`src/rtl/hc595_driver.sv`:
```
// Serial driver for a chain of 74HC595 shift registers: shifts one DATA_W-bit
// frame out MSB first on ser/srclk, then pulses rclk to latch it.
module hc595_driver #(
    parameter int DATA_W = 16,
    parameter int DIV    = 4
) (
    input  logic              clk,
    input  logic              rst,
    input  logic              start,
    input  logic [DATA_W-1:0] data,
    output logic              ser,
    output logic              srclk,
    output logic              rclk,
    output logic              busy,
    output logic              done
);

    localparam int DIV_W = $clog2(DIV + 1);
    localparam int CNT_W = $clog2(DATA_W + 1);

    localparam logic [1:0] S_IDLE  = 2'd0;
    localparam logic [1:0] S_SETUP = 2'd1;
    localparam logic [1:0] S_HIGH  = 2'd2;
    localparam logic [1:0] S_LATCH = 2'd3;

    logic [1:0]        state_q, state_d;
    logic [DIV_W-1:0]  div_cnt_q, div_cnt_d;
    logic [CNT_W-1:0]  bit_cnt_q, bit_cnt_d;
    logic [DATA_W-1:0] shift_q, shift_d;
    logic              ser_q, ser_d;
    logic              srclk_q, srclk_d;
    logic              rclk_q, rclk_d;
    logic              busy_q, busy_d;
    logic              done_q, done_d;
    logic              phase_end;

    assign phase_end = (div_cnt_q == DIV_W'(DIV - 1));

    always_comb begin
        state_d   = state_q;
        div_cnt_d = div_cnt_q;
        bit_cnt_d = bit_cnt_q;
        shift_d   = shift_q;
        done_d    = 1'b0;

        case (state_q)
            S_IDLE: begin
                div_cnt_d = '0;
                if (start) begin
                    shift_d   = data;
                    bit_cnt_d = CNT_W'(DATA_W);
                    state_d   = S_SETUP;
                end
            end
            S_SETUP: begin
                if (phase_end) begin
                    div_cnt_d = '0;
                    state_d   = S_HIGH;
                end else begin
                    div_cnt_d = div_cnt_q + 1'b1;
                end
            end
            S_HIGH: begin
                if (phase_end) begin
                    div_cnt_d = '0;
                    shift_d   = {shift_q[DATA_W-2:0], 1'b0};
                    bit_cnt_d = bit_cnt_q - 1'b1;
                    state_d   = (bit_cnt_q == CNT_W'(1)) ? S_LATCH : S_SETUP;
                end else begin
                    div_cnt_d = div_cnt_q + 1'b1;
                end
            end
            default: begin
                if (phase_end) begin
                    div_cnt_d = '0;
                    state_d   = S_IDLE;
                    done_d    = 1'b1;
                end else begin
                    div_cnt_d = div_cnt_q + 1'b1;
                end
            end
        endcase

        // Outputs are decoded from the next state so they register in step with it;
        // ser only moves when a SETUP (srclk low) phase begins.
        srclk_d = (state_d == S_HIGH);
        rclk_d  = (state_d == S_LATCH);
        busy_d  = (state_d != S_IDLE);
        ser_d   = (state_d == S_SETUP) ? shift_d[DATA_W-1] : ser_q;
    end

    always_ff @(posedge clk or posedge rst) begin
        if (rst) begin
            state_q   <= S_IDLE;
            div_cnt_q <= '0;
            bit_cnt_q <= '0;
            shift_q   <= '0;
            ser_q     <= 1'b0;
            srclk_q   <= 1'b0;
            rclk_q    <= 1'b0;
            busy_q    <= 1'b0;
            done_q    <= 1'b0;
        end else begin
            state_q   <= state_d;
            div_cnt_q <= div_cnt_d;
            bit_cnt_q <= bit_cnt_d;
            shift_q   <= shift_d;
            ser_q     <= ser_d;
            srclk_q   <= srclk_d;
            rclk_q    <= rclk_d;
            busy_q    <= busy_d;
            done_q    <= done_d;
        end
    end

    assign ser   = ser_q;
    assign srclk = srclk_q;
    assign rclk  = rclk_q;
    assign busy  = busy_q;
    assign done  = done_q;

endmodule

```
`config.mk`:
```
export PLATFORM = sky130hd
export DESIGN_NAME = hc595_driver
export DESIGN_NICKNAME = d
export VERILOG_FILES = /design/src/rtl/hc595_driver.sv
export SDC_FILE = /design/constraint.sdc
export NUM_CORES = 1
export LEC_CHECK = 0
export BUFFER_PORTS_ARGS = -buffer_cell sky130_fd_sc_hd__buf_2
export CAP_MARGIN = 20
export CORE_ASPECT_RATIO = 0.6
export CORE_MARGIN = 3
export CORE_UTILIZATION = 44
export CTS_CLUSTER_SIZE = 8
export DETAILED_ROUTE_END_ITERATION = 8
export GPL_TIMING_DRIVEN = 0
export PLACE_DENSITY_LB_ADDON = 0.08
export SYNTH_ARGS = -nofsm -noshare
export SYNTH_HDL_FRONTEND = slang
export SYNTH_SLANG_ARGS = --single-unit
```
`constraint.sdc`:
```
create_clock -name clk -period 3.5 [get_ports clk]
set_clock_uncertainty 0.15 [all_clocks]
set_input_delay 0.7 -clock clk [delete_from_list [all_inputs] [get_ports clk]]
set_output_delay 0.7 -clock clk [all_outputs]
set_load 0.02 [all_outputs]
```
==> implementation parameters, run 1 <==
Parameter                              Value

CTS
  CTS Root Cell    sky130_fd_sc_hd__clkbuf_8
  H-tree depth    2
  Post-CTS setup buffer count    0
  CTS Buffer Depth    2
  Number of cells upsized or downsized after cts    0
  Cts hold-fix bufs    0
  Number of CTS-inserted buffers    5
  Clock sink count    31
  CTS clk-pin slew, worst paths    approximately 0.06 ns
  CTS tree    done
  Clock latency on the worst-skew pair    roughly 0.28 ns

Worst setup path
  Register-to-register setup slack    1.43 ns
  Worst-case reg-to-reg path depth    7
  RR Endpoint    ser$_DFFE_PP0N_
  Launch point of the worst reg-to-reg path    div_cnt_q[0]$_DFF_PP0_
  Critical path type    flip-flop to flip-flop
  Type of origin of the critical path    flip-flop
  Critical path peak fanout    9
  Crit end category    flip-flop
  Endpoint arrival time on the critical path    around 2.1 ns
  Critical Path RT    approximately 3.5 ns

Cells and area
  Layout Area Growth over Synthesis    20.6%
  Final #Nets    184
  Ratio of cells with drive above 1 in the final layout    24.7%
  Antenna cell count    0

Synth
  EDFF count, synth    0
  Mean Syn Cell Area    approximately 10 um2
  Cell count after synthesis    131
  Top cells by area, synth    sky130_fd_sc_hd__dfrtp_1 (57%), sky130_fd_sc_hd__nand2_1 (9.0%), sky130_fd_sc_hd__a22oi_1 (7.7%), sky130_fd_sc_hd__ha_1 (2.7%), sky130_fd_sc_hd__buf_2 (2.2%)
  Most frequently used cell type in the post-synthesis netlist    sky130_fd_sc_hd__nand2_1
  Fraction of synthesized cell area taken by the top area cell type    56.5%
  Synth Flop Type    sky130_fd_sc_hd__dfrtp_1
  Synth cell types    33
  Post-synth design cell area    0.00137 mm2
  Number of warnings issued by yosys    0
  Asr flop ratio synth    100%
  Yosys top cell by area    sky130_fd_sc_hd__dfrtp_1
  Post-synth net total    153
  Number of synthesized register bits    31
  Top cells by count, synth    sky130_fd_sc_hd__nand2_1 (33), sky130_fd_sc_hd__dfrtp_1 (31), sky130_fd_sc_hd__a22oi_1 (14), sky130_fd_sc_hd__buf_2 (6)
  Share of the yosys chip area belonging to registers    56.5%

Power and ir drop
  Pleak    0.831 nW
  Total net switching power    0.479 mW
  Seq pwr share    45.0%
  Net switching fraction of the power    35.5%
  Portion of total power attributed to the clock network    20.4%
  Internal power consumption    0.871 mW
  Power density relative to cell area    roughly 800 mW/mm2
  Share of power burned in combinational logic    between 30% and 40%
  Maximum vdd drop    0.465 mV

Global route
  Global-route wire length before repair    4660 um
  Total grt overflow    0
  Number of global-route vias before repair    between 900 and 1000
  Antenna violations before repair    0
  Total GRT Usage    16.1%
  Largest net degree at the start of global routing    20

STA
  Max-Slew Margin vs Limit    60.4%
  Maximum clock rate    0.484 GHz
  Setup TNS Final    0 ns
  Unrepaired setup endpoints after global routing    false
  Final period demand of the worst path    2.07 ns
  Count of final setup violators    0
  Final Hold Violating Endpoints    0
  Share of the clock period used by the worst path after layout    59.0%
  Slew at the pin closest to its max-slew limit    0.593 ns
  Final count of pins violating max slew    0
  Worst-case setup margin in the final layout    1.43 ns

Placed design
  Worst slack after detailed placement    between 1 and 1.5 ns
  Placer Congestion    0.810
  Half-perimeter wire length after detailed placement    2020 um
  Port bufs    23

Worst hold path
  Destination of the worst hold path    div_cnt_q[0]$_DFF_PP0_
  Path class of the lowest-slack min-delay path    flip-flop to flip-flop
  Worst hold path cell count    1
  Startpoint of the most critical hold path    div_cnt_q[0]$_DFF_PP0_

Floorplan
  FP Rows    15
  Area of the die    0.00385 mm2
  Top-level I/O count    24
  Core ar.    a little under 0.003 mm2
  Initial standard-cell utilization of the core    46.9%
  Floorplan die height    ~49 um
  Die W    between 70 and 80 um

Route
  Routed wire length per instance    13.3 um
  Antenna Violating Nets Remaining    0
  Post-route DRC    0
  Initial drt markers    between 40 and 50
  Via count of the routed design    about 1000
  Wire length reported by the detailed router    between 2000 and 3000 um
  Detailed-route vias per instance    5.12
  Iteration count of the initial detailed-routing pass    4

Flow run
  Max cap viols    0

Run status
  Run status    completed
[cells by family (layout without fill, tap and decap cells)]
family	after synthesis	in the layout	share of synthesized area, %
adder cells (fa/ha/maj)	3	3	2.74
flip-flops	31	31	56.5
multiplexers	2	2	1.64
AO/OA/AOI/OAI	23	23	13.0
AND/OR/NAND/NOR	57	57	20.3
buffers and inverters	12	43	3.83
XOR/XNOR	3	3	1.91
[state kept, by name, summed over array words and instances, names as in the netlist]
name	flops
div_cnt_q	3
rclk	1
ser	1
bit_cnt_q	5
busy	1
state_q	2
shift_q	16
done	1
srclk	1
[placed cells by master (no fill, tap or decap), drive strengths merged, types with 2 or more instances in the layout]
| cell | instances |
|---|---|
| nor3b | 3 |
| xor2 | 2 |
| nor2b | 3 |
| nor4bb | 2 |
| ha | 3 |
| dfrtp | 31 |
| inv | 5 |
| a22oi | 14 |
| buf | 30 |
| nor2 | 6 |
| nand2b | 3 |
| clkbuf | 7 |
| nand2 | 33 |
| mux2 | 2 |
[critical path, cell delays in order, from the launching register on]
cell                       delay [ns]
sky130_fd_sc_hd__dfrtp_1         0.39
sky130_fd_sc_hd__ha_1            0.27
sky130_fd_sc_hd__nor4bb_1        0.17
sky130_fd_sc_hd__buf_2           0.19
sky130_fd_sc_hd__a211oi_2        0.29
sky130_fd_sc_hd__inv_1           0.09
sky130_fd_sc_hd__nand2_1         0.08
sky130_fd_sc_hd__mux2_2          0.33
[layer usage]
layer | global-route usage [%] | part of all wire [%]
met5 | 0 | 0
met1 | 23.6 | 53
met4 | 7.85 | 2.0
met3 | 5.17 | 5.6
met2 | 21.3 | 39
[through the flow]
stage	instance area [um2]	instances	utilization, %	total power, mW	hold slack (ns)
4_1_cts	1660	204	56.5	1.36	0.308
6_report	1660	204	56.5	1.35	0.305
5_1_grt	1660	204	56.5	1.47	0.322
3_5_place_dp	1570	197	53.5	1.08	0.300
2_1_floorplan	1370	131	-	0.950	0.269
3_3_place_gp	1540	196	52.6	1.06	0.280
[power by group through the flow]
stage / Combinational (mW) / Clock [mW] / Sequential, mW
6_report: 0.467 / 0.275 / 0.608
2_1_floorplan: 0.332 / 0 / 0.617
4_1_cts: 0.473 / 0.282 / 0.609
3_3_place_gp: 0.448 / 0 / 0.607
5_1_grt: 0.538 / 0.301 / 0.629
3_5_place_dp: 0.469 / 0 / 0.614
[how the worst max path moves through the flow]
stage	cells after the start	slack (ns)	end	startpoint
floorplan	5	1.59	ser$_DFFE_PP0N_	div_cnt_q[0]$_DFF_PP0_
global placement	7	1.39	shift_q[4]$_DFFE_PP0P_	start
detailed placement	7	1.34	shift_q[13]$_DFFE_PP0P_	start
CTS	7	1.43	ser$_DFFE_PP0N_	div_cnt_q[0]$_DFF_PP0_
global route	5	1.26	ser$_DFFE_PP0N_	div_cnt_q[0]$_DFF_PP0_
finish	7	1.43	ser$_DFFE_PP0N_	div_cnt_q[0]$_DFF_PP0_
[layout make-up]
| type | count | area (um2) |
|---|---|---|
| multi-input cells | 88 | 544 |
| fillers | 272 | 1270 |
| inverters | 5 | 18.8 |
| plain buffers | 7 | 33.8 |
| well taps | 42 | 52.6 |
| clock buffers | 6 | 82.6 |
| repair buffers | 24 | 143 |
| clock inverters | 1 | 5.00 |
| flip-flops and latches | 31 | 776 |
Note: power is estimated with default switching activity, not from simulation.
==> run 2: changes to the inputs <==
- ABC_AREA: unset -> 1
- clock period: 3.5 -> 1.65 ns (I/O delays scaled with it)
==> run 2 against run 1 <==
Area after synthesis up 5.7%. First-iteration DRC count rose by 66%. Clock power increased by 100%. Die area grew 5.1%. Sequential share of layout area fell by 3.4 points. Global-route usage rose by 0.75 points.
==> implementation parameters, run 2 <==
Parameter                              Value

STA
  Final period demand of the worst path    1.57 ns (-0.495 ns)
  Maximum clock rate    0.637 GHz (+32%)
  Max-Slew Margin vs Limit    61.0% (+0.61 points)
  Final Hold Violating Endpoints    0 (unchanged)
  Share of the clock period used by the worst path after layout    95.2% (+36 points)
  Count of final setup violators    0 (unchanged)
  Final count of pins violating max slew    0 (unchanged)
  Slew at the pin closest to its max-slew limit    0.584 ns (-0.00916 ns)

Cells and area
  Registers with the highest flip-flop counts    shift_q (16), bit_cnt_q (5), div_cnt_q (3)
  Register with the most flip-flops    shift_q
  Area taken by multi-input logic gates    586 um2 (+7.6%)
  Count of filler cells inserted in the layout    260 (-4.4%)
  Storage element area    776 um2 (unchanged)
  Post-route cell area    0.00178 mm2 (+7.8%)
  Ratio of cells with drive above 1 in the final layout    26.7% (+2.0 points)
  Flip-flop count of the largest register after layout    16 (unchanged)
  Layout Area Growth over Synthesis    23.0%
  Most common cell after layout, fill and taps aside    sky130_fd_sc_hd__nand2_1
  Final #Nets    208 (+13%)
  Commonest cells after routing, fill and taps aside    sky130_fd_sc_hd__nand2_1 (43), sky130_fd_sc_hd__dfrtp_1 (31), sky130_fd_sc_hd__buf_2 (23)
  Antenna cell count    0 (unchanged)

CTS
  Number of CTS-inserted buffers    5 (unchanged)
  H-tree depth    2 (unchanged)
  CTS Buffer Depth    2 (unchanged)
  Clock sink count    31 (unchanged)
  CTS Root Cell    sky130_fd_sc_hd__clkbuf_8
  CTS clk-pin slew, worst paths    0.06 ns (about the same)
  CTS tree    done
  Clock latency on the worst-skew pair    0.27 ns (about the same)

Synth
  Basic-gate share of the synthesized area counting and, or, nand and nor cells    26.7% (+6.3 points)
  Dominant combinational cell family by area after synthesis    simple AND/OR/NAND/NOR gates
  Cell count after synthesis    150 (+15%)
  Top cells by area, synth    sky130_fd_sc_hd__dfrtp_1 (53%), sky130_fd_sc_hd__nand2_1 (11%), sky130_fd_sc_hd__a22oi_1 (7.2%), sky130_fd_sc_hd__nand3_1 (3.8%), sky130_fd_sc_hd__inv_1 (3.6%)
  Mean Syn Cell Area    9.67 um2 (-7.7%)
  Fraction of synthesized cell area taken by the top area cell type    53.5% (-3.0 points)
  Share of the yosys chip area belonging to registers    53.5% (-3.0 points)
  Yosys top cell by area    sky130_fd_sc_hd__dfrtp_1
  Number of warnings issued by yosys    0 (unchanged)
  Top cells by count, synth    sky130_fd_sc_hd__nand2_1 (43), sky130_fd_sc_hd__dfrtp_1 (31), sky130_fd_sc_hd__a22oi_1 (14), sky130_fd_sc_hd__inv_1 (14), sky130_fd_sc_hd__nand3_1 (11)
  EDFF count, synth    0 (unchanged)
  Post-synth net total    172 (+12%)
  Synth cell types    21 (-36%)
  Synth Flop Type    sky130_fd_sc_hd__dfrtp_1
  Fraction of the mapped netlist area in compound gates    10.8% (-2.3 points)
  Post-synth design cell area    0.00145 mm2 (+5.7%)
  Most frequently used cell type in the post-synthesis netlist    sky130_fd_sc_hd__nand2_1
  Multiplexer fraction of the synthesized cell area    0% (-1.6 points)
  Area share of xor/xnor cells in the synthesized design    0% (-1.9 points)
  Fraction of the mapped netlist area in adder cells    2.59% (-0.15 points)
  Asr flop ratio synth    100% (unchanged)
  Number of synthesized register bits    31 (unchanged)

Global route
  Total grt overflow    0 (unchanged)
  Global-route wire length before repair    5110 um (+9.6%)
  Largest net degree at the start of global routing    20 (unchanged)
  Antenna violations before repair    0 (unchanged)
  Number of global-route vias before repair    1114 (+16%)
  Total GRT Usage    16.9% (+0.75 points)

Placed design
  Half-perimeter wire length after detailed placement    2220 um (+10%)
  Port bufs    23 (unchanged)
  Cell area after placement    0.00165 mm2 (+4.9%)
  Placer Congestion    0.825 (+1.9%)

Worst setup path
  Crit end category    flip-flop
  Critical path peak fanout    10 (+1)
  Type of origin of the critical path    flip-flop
  Largest incremental delay on the critical path    0.39 ns (about the same)
  Worst path top cell family by delay    flip-flops
  Buffers plus inverters on the worst setup path    1 (-1)
  Register-to-register setup slack    0.08 ns (-1.35 ns)
  Cell Chain, Critical Path    ha_1, nand2_4, nor2_8, buf_6, a22oi_1, nand2_1
  Critical path type    flip-flop to flip-flop
  Endpoint arrival time on the critical path    1.57 ns (-0.51 ns)
  Critical Path RT    1.65 ns (-1.86 ns)
  Slowest library cell on the worst path    sky130_fd_sc_hd__dfrtp_1
  Critical path origin    div_cnt_q[0]$_DFF_PP0_
  Launch point of the worst reg-to-reg path    div_cnt_q[0]$_DFF_PP0_

Worst hold path
  Path class of the lowest-slack min-delay path    input pin to flip-flop
  Startpoint of the most critical hold path    data[0]

Power and ir drop
  Power density relative to cell area    1700 mW/mm2 (+110%)
  Maximum vdd drop    1.02 mV (+120%)
  Post-layout total power    3.04 mW (+120%)
  Pleak    0.960 nW (+15%)

Floorplan
  FP Rows    15 (unchanged)
  Die W    80.1 um (+2.6%)
  Floorplan die height    50.5 um (+2.5%)
  Area of the die    0.00404 mm2 (+5.1%)
  Core ar.    0.00300 mm2 (+2.6%)
  Top-level I/O count    24 (unchanged)
  Initial standard-cell utilization of the core    48.3% (+1.4 points)

Route
  Post-route DRC    0 (unchanged)
  Via count of the routed design    1153 (+10%)
  Iteration count of the initial detailed-routing pass    4 (unchanged)
  Initial drt markers    78 (+66%)
  Routed wire length per instance    12.9 um (-3.6%)
  Wire length reported by the detailed router    2950 um (+8.3%)
  Antenna Violating Nets Remaining    0 (unchanged)
  Detailed-route vias per instance    5.03 (-1.6%)

Flow run
  Max cap viols    0 (unchanged)

Run status
  Run status    completed
## run 2: final cells by class
cell class | instances | area share [%]
multi-input combinational | 100 | 32.8
tap | 42 | 2.95
inverter | 16 | 3.37
timing repair buffer | 29 | 10.9
buffer | 3 | 1.89
sequential | 31 | 43.5
clock inverter | 1 | 0.281
clock buffer | 7 | 4.28
## run 2: logic make-up (layout without fill, tap and decap cells)
family,count (synthesis),count (layout)
AOI/OAI and AO/OA,21,21
and+or+nand+nor,76,76
adders and majority gates,3,3
buffers and inverters,19,56
DFF,31,31
## run 2: per-stage QoR
| step | utilization [%] | hold slack (ns) | setup TNS, ns | std cells | setup WS [ns] |
|---|---|---|---|---|---|
| after global placement | 53.9 | 0.277 | 0 | 215 | 0.0864 |
| after CTS | 57.8 | 0.131 | 0 | 225 | 0.0581 |
| after floorplan | - | 0.266 | 0 | 150 | 0.233 |
| final | 59.4 | 0.136 | 0 | 229 | 0.0793 |
| after detailed placement | 54.8 | 0.273 | 0 | 216 | 0.0606 |
| after global routing | 59.4 | 0.142 | -0.0126 | 229 | -0.0126 |
## run 2: routing by layer
layer  part of all wire (%)  global-route usage [%]  vias up
met1                     50                    24.9      551
met3                    6.3                    5.56        2
met5                      0                       0        -
met4                   0.48                    5.90        0
met2                     43                    22.9       31
li1                       -                       -      569
## run 2: worst reg2reg max path: cells and delay by family (launching register included)
kind | cells | cell delay, ns
AO/OA/AOI/OAI | 1 | 0.17
adder cells (fa/ha/maj) | 1 | 0.28
buffers and inverters | 1 | 0.14
flip-flops | 1 | 0.39
AND/OR/NAND/NOR | 3 | 0.33
## run 2: path summary, 6_finish.rpt
path                       cells past startpoint                endpoint
setup reg to reg                               6  shift_q[3]$_DFFE_PP0P_
min in group asynchronous                      3  shift_q[1]$_DFFE_PP0P_
setup / recovery                               6  shift_q[3]$_DFFE_PP0P_
hold reg to reg                                1  div_cnt_q[0]$_DFF_PP0_
hold / removal                                 2  shift_q[0]$_DFFE_PP0P_
max in group asynchronous                      4  div_cnt_q[2]$_DFF_PP0_
## run 2: timing repair
item,CTS,global route
endpoints found under the hold margin,12,0
buffers inserted,0,4
endpoints found under the setup margin,0,5
resized for setup,0,1
hold buffers,1,0
## run 2: report_power, final
group	internal, mW	leakage (nW)	switching [mW]
logic	0.483	0.526	0.725
clock network	0.295	0.0422	0.256
registers	1.08	0.391	0.198
total	1.86	0.960	1.18
